## src/rtl/uart_keycode_rx.sv

```systemverilog
// Keycode link receiver: pops UART RX FIFO bytes, hunts for HEADER, rebuilds {hi,lo},
// checks the XOR checksum and holds the keycode until the next good frame or link silence.
module uart_keycode_rx #(
  parameter logic [7:0]  HEADER         = 8'hA5,
  parameter int unsigned TIMEOUT_CYCLES = 650_000,
  parameter int unsigned RELEASE_CYCLES = 6_500_000
) (
  input  logic        clk,
  input  logic        rst,
  input  logic        rx_empty,
  input  logic [7:0]  r_data,
  output logic        rd_uart,
  output logic [15:0] keycode,
  output logic        keycode_valid,
  output logic        frame_err,
  output logic [7:0]  err_cnt
);

  localparam int unsigned TO_W  = (TIMEOUT_CYCLES > 1) ? $clog2(TIMEOUT_CYCLES) : 1;
  localparam int unsigned REL_W = (RELEASE_CYCLES > 1) ? $clog2(RELEASE_CYCLES) : 1;
  localparam logic [TO_W-1:0]  TO_LAST  = TO_W'(TIMEOUT_CYCLES - 1);
  localparam logic [REL_W-1:0] REL_LAST = REL_W'(RELEASE_CYCLES - 1);

  typedef enum logic [1:0] {HUNT, HI, LO, CHK} state_t;

  state_t           state;
  logic [7:0]       byte_q;
  logic [7:0]       hi_q;
  logic [7:0]       lo_q;
  logic [TO_W-1:0]  to_cnt;
  logic [REL_W-1:0] rel_cnt;

  logic pop_c;
  logic to_hit_c;
  logic sum_ok_c;
  logic in_frame_c;

  // rd_uart high in the previous cycle forces the bubble while the FIFO flags catch up
  assign pop_c    = !rx_empty && !rd_uart;
  // a fresh pop in the expiry cycle keeps the frame alive
  assign to_hit_c = (state != HUNT) && !rd_uart && !pop_c && (to_cnt == TO_LAST);
  assign sum_ok_c = (byte_q == (HEADER ^ hi_q ^ lo_q));

  // whether the inter-byte timer keeps running after this edge
  always_comb begin
    in_frame_c = (state != HUNT) && !to_hit_c;
    if (rd_uart) begin
      case (state)
        HUNT:    in_frame_c = (byte_q == HEADER);
        CHK:     in_frame_c = 1'b0;
        default: in_frame_c = 1'b1;
      endcase
    end
  end

  always_ff @(posedge clk or negedge rst) begin
    if (!rst) begin
      state         <= HUNT;
      byte_q        <= 8'h00;
      hi_q          <= 8'h00;
      lo_q          <= 8'h00;
      to_cnt        <= '0;
      rel_cnt       <= '0;
      rd_uart       <= 1'b0;
      keycode       <= 16'h0000;
      keycode_valid <= 1'b0;
      frame_err     <= 1'b0;
      err_cnt       <= 8'h00;
    end else begin
      rd_uart       <= pop_c;
      keycode_valid <= 1'b0;
      frame_err     <= 1'b0;
      if (pop_c) begin
        byte_q <= r_data;
      end

      if (pop_c) begin
        to_cnt <= '0;
      end else if (in_frame_c) begin
        to_cnt <= to_cnt + TO_W'(1);
      end else begin
        to_cnt <= '0;
      end

      // link-silence release; a good frame below overrides both assignments
      if (rel_cnt == REL_LAST) begin
        keycode <= 16'h0000;
      end else begin
        rel_cnt <= rel_cnt + REL_W'(1);
      end

      if (rd_uart) begin
        case (state)
          HUNT: begin
            if (byte_q == HEADER) begin
              state <= HI;
            end
          end
          HI: begin
            hi_q  <= byte_q;
            state <= LO;
          end
          LO: begin
            lo_q  <= byte_q;
            state <= CHK;
          end
          CHK: begin
            state <= HUNT;
            if (sum_ok_c) begin
              keycode       <= {hi_q, lo_q};
              keycode_valid <= 1'b1;
              rel_cnt       <= '0;
            end else begin
              frame_err <= 1'b1;
              if (err_cnt != 8'hFF) begin
                err_cnt <= err_cnt + 8'd1;
              end
            end
          end
          default: state <= HUNT;
        endcase
      end else if (to_hit_c) begin
        state     <= HUNT;
        frame_err <= 1'b1;
        if (err_cnt != 8'hFF) begin
          err_cnt <= err_cnt + 8'd1;
        end
      end
    end
  end

endmodule

```

## config.mk

```make
export PLATFORM = sky130hd
export DESIGN_NAME = uart_keycode_rx
export DESIGN_NICKNAME = d
export VERILOG_FILES = /design/src/rtl/uart_keycode_rx.sv
export SDC_FILE = /design/constraint.sdc
export NUM_CORES = 1
export LEC_CHECK = 0
export BUFFER_PORTS_ARGS = -buffer_cell sky130_fd_sc_hd__buf_2
export CAP_MARGIN = 25
export CORE_MARGIN = 5
export CORE_UTILIZATION = 25
export CTS_CLUSTER_DIAMETER = 50
export DETAILED_ROUTE_END_ITERATION = 6
export SYNTH_ARGS = -nofsm -noshare
export SYNTH_HDL_FRONTEND = slang
export SYNTH_SLANG_ARGS = --single-unit
```

## constraint.sdc

```tcl
create_clock -name clk -period 2.1 [get_ports clk]
set_clock_uncertainty 0.05 [all_clocks]
set_input_delay 0.42 -clock clk [delete_from_list [all_inputs] [get_ports clk]]
set_output_delay 0.42 -clock clk [all_outputs]
set_load 0.01 [all_outputs]
```

==> impl_metrics.json <==
{
  "max_clock_freq_mhz": 456,
  "cp-start-kind": "register",
  "worstPathCellList": "xnor3_1 > or4_4 > o21bai_4 > a211oi_2 > mux2_4",
  "wl_per_cell_um": 14.5,
  "grt-ovfl-total": 0,
  "io_pins": 38,
  "critPathKind": "register to register",
  "die_h_um": 147,
  "path_buf_inv": 0,
  "port_buffers": 37,
  "setup_violations": 33,
  "finalHoldViolCount": 0,
  "grt_max_degree": 37,
  "crit_arrival_ps": 2380,
  "setup_ws_ps": -91.3,
  "synthCells": 436,
  "path_depth": 5,
  "cts_buffers": 9,
  "outcome": "complete, but fails checks",
  "htree_levels": 3,
  "drv_cap": 0,
  "period_minus_slack_ps": 2190,
  "pwr_density_cell_mw_per_mm2": 941,
  "cts_buffer_depth": 2,
  "initial_core_util_pct": 25.2,
  "dieArea_mm2": 0.0216,
  "track_usage_pct": 10.8,
  "dp_hpwl_um": 8110,
  "crit_family": "simple AND/OR/NAND/NOR gates",
  "crit_slowest_cell": "or4_4",
  "crit_fanout": 7,
  "final-max-slew-violation-count": 0,
  "layout.nets": 563,
  "ant_nets": 0,
  "core.rowCount": 50,
  "top_usage_layer": "met2",
  "area_delta_synth_final_pct": 36.2,
  "post-route-period-util_pct": 104,
  "vias": 3586,
  "worst_r2r_path_depth": 5,
  "die_w_um": 147,
  "cp.required_ps": 2290,
  "cellLeakagePower_nw": 2.82,
  "via_per_inst": 4.57,
  "drtPass1Iterations": 5,
  "syn_avg_cell_area_um2": 10.7,
  "reg2reg_to": "err_cnt[7]$_DFFE_PN0P_",
  "clockRootBuffer": "clkbuf_16",
  "synthTopCellsByArea": "dfrtp_1, mux2_2, nand2_1, nor2_1, xnor2_1",
  "use_met3_pct": 3.15,
  "place_ws_ps": -98.9,
  "antenna_found_initial": 0,
  "cp-endpoint": "err_cnt[7]$_DFFE_PN0P_",
  "ys.flop_type": "dfrtp_1",
  "grt_setup_unrepaired": "yes",
  "failed_checks": "negative setup slack",
  "nFillCells": 1847,
  "synth_seq_cells": 96,
  "yosys.area.top_type_share_pct": 51.3,
  "ir_worst_vdd_uv": 470,
  "clk_latency_ps": 350,
  "core-area_mm2": 0.0186,
  "grt_pass1_vias": 3756,
  "grt_pass1_wl_um": 18800,
  "reg2reg_slack_ps": -90,
  "cp-startpoint": "lo_q[7]$_DFFE_PN0P_",
  "drt_wl_total_um": 11400,
  "multi_input_area_mm2": 0.00243,
  "relSlewSlack_pct": 70.6,
  "synth_edf_count": 0,
  "synth_fp_nets": 454,
  "grt_util_met2_pct": 17.4,
  "register_area_mm2": 0.00240,
  "max_stage_delay_ps": 590,
  "synth_async_sr_flop_share_pct": 100,
  "synth_top_cell_by_area": "dfrtp_1",
  "ys_warn_count": 0,
  "min_path_type": "input port to register",
  "cts.clk_slew.worst_paths_ps": 70,
  "r2r_start": "lo_q[7]$_DFFE_PN0P_",
  "finalSetupTns_ps": -831,
  "synth_area_mm2": 0.00468,
  "diodes": 0,
  "cp-end-kind": "register",
  "drive_gt1_share_pct": 38.7,
  "remaining_drc_errors": 0,
  "power_mw": 6.01,
  "post_synth_num_cell_types": 46,
  "drtIter0Drc": 153,
  "met1_usage_pct": 14.3,
  "clock_sinks": 96,
  "cts_tree": "yes",
  "gp_congestion": 0.845,
  "tightest_slew_ps": 439,
  "ys_seq_area_share_pct": 51.3
}
==> flip-flops by register name (all words and copies together) (netlist names) <==
| register | cells |
|---|---|
| rd_uart | 1 |
| to_cnt | 20 |
| byte_q | 8 |
| rel_cnt | 23 |
| hi_q | 8 |
| err_cnt | 8 |
| state | 2 |
| frame_err | 1 |
| keycode_valid | 1 |
| lo_q | 8 |
| keycode | 16 |
==> synthesized netlist by cell type (all sizes together), types with 6 or more instances <==
| master | instances |
|---|---|
| nand4 | 10 |
| xnor3 | 6 |
| xnor2 | 20 |
| dfrtp | 96 |
| buf | 7 |
| and3 | 6 |
| mux2 | 31 |
| nand2 | 59 |
| xor2 | 18 |
| nand3 | 17 |
| nor3 | 8 |
| ha | 7 |
| inv | 8 |
| nor2 | 54 |
| a21oi | 10 |
| o21ai | 23 |
==> report_power, final <==
part | internal (mW) | leakage [nW] | switching, mW | total (mW)
logic | 1.00 | 1.41 | 0.669 | 1.67
clock network | 1.05 | 0.153 | 0.752 | 1.81
registers | 2.18 | 1.26 | 0.346 | 2.53
==> cell usage in the layout (no fill, tap or decap), types with 11 or more instances in the layout <==
| master | n |
|---|---|
| xnor2_1 | 20 |
| o21ai_2 | 11 |
| nand3_1 | 17 |
| dfrtp_1 | 96 |
| xor2_1 | 18 |
| mux2_2 | 24 |
| clkbuf_16 | 11 |
| nor2_1 | 40 |
| nor2_4 | 11 |
| buf_2 | 36 |
| buf_4 | 55 |
| nand2_1 | 46 |
==> repair_timing <==
action | CTS | global route
pin swaps | 2 | 22
hold buffers | 1 | 0
gates cloned | 1 | 2
gates resized for setup | 7 | 75
endpoints found under the setup margin | 38 | 63
buffers inserted | 5 | 3
hold endpoints to repair | 28 | 0
==> per-stage QoR <==
stage	area, um^2	utilization (%)	instances	hold slack, ps
2_1_floorplan	4700	-	436	74.4
3_3_place_gp	5630	30.3	757	329
3_5_place_dp	5630	30.3	757	338
4_1_cts	6050	32.6	780	242
5_1_grt	6380	34.4	784	251
6_report	6380	34.4	784	251
==> cell type report <==
class,instances,area share (%)
clock buffer,9,3.53
clock inverter,7,1.59
inverter,8,0.470
multi-input combinational,321,38.1
sequential,96,37.6
tap,234,4.59
timing repair buffer,109,14.1
==> logic make-up (layout without fill, tap and decap cells) <==
kind of cell / count (synthesis) / count (layout) / share of synthesized area (%)
and+or+nand+nor: 191 / 191 / 20.0
DFF: 96 / 96 / 51.3
xor gates and xnor gates: 46 / 46 / 11.0
AOI/OAI and AO/OA: 45 / 45 / 6.17
muxes: 32 / 32 / 7.83
buffers and inverters: 19 / 133 / 1.87
adders and majority gates: 7 / 7 / 1.87
==> how the worst min path moves through the flow <==
stage | end | slack (ps) | depth (start not counted) | start
3_5_place_dp | rel_cnt[2]$_DFF_PN0_ | 340 | 1 | rst
2_1_floorplan | byte_q[0]$_DFFE_PN0N_ | 70 | 0 | rst
3_3_place_gp | rel_cnt[3]$_DFF_PN0_ | 330 | 1 | rst
4_1_cts | byte_q[4]$_DFFE_PN0N_ | 240 | 2 | r_data[4]
6_report | byte_q[4]$_DFFE_PN0N_ | 250 | 2 | r_data[4]
5_1_grt | byte_q[7]$_DFFE_PN0N_ | 250 | 2 | r_data[7]
==> routing by layer <==
| metal | part of all wire, % | vias to the layer above | wire length [um] |
|---|---|---|---|
| met5 | 0 | - | 0 |
| li1 | - | 1730 | - |
| met4 | 1.5 | 0 | 170 |
| met1 | 46 | 1783 | 5190 |
| met2 | 49 | 59 | 5530 |
| met3 | 4.1 | 14 | 462 |
==> worst reg2reg max path: stages, from the launching register on <==
cell and delay (ps):
dfrtp_1 380, xnor3_1 350, or4_4 590, o21bai_4 280, a211oi_2 130, mux2_4 300
Note: power is estimated with default switching activity, not from simulation.
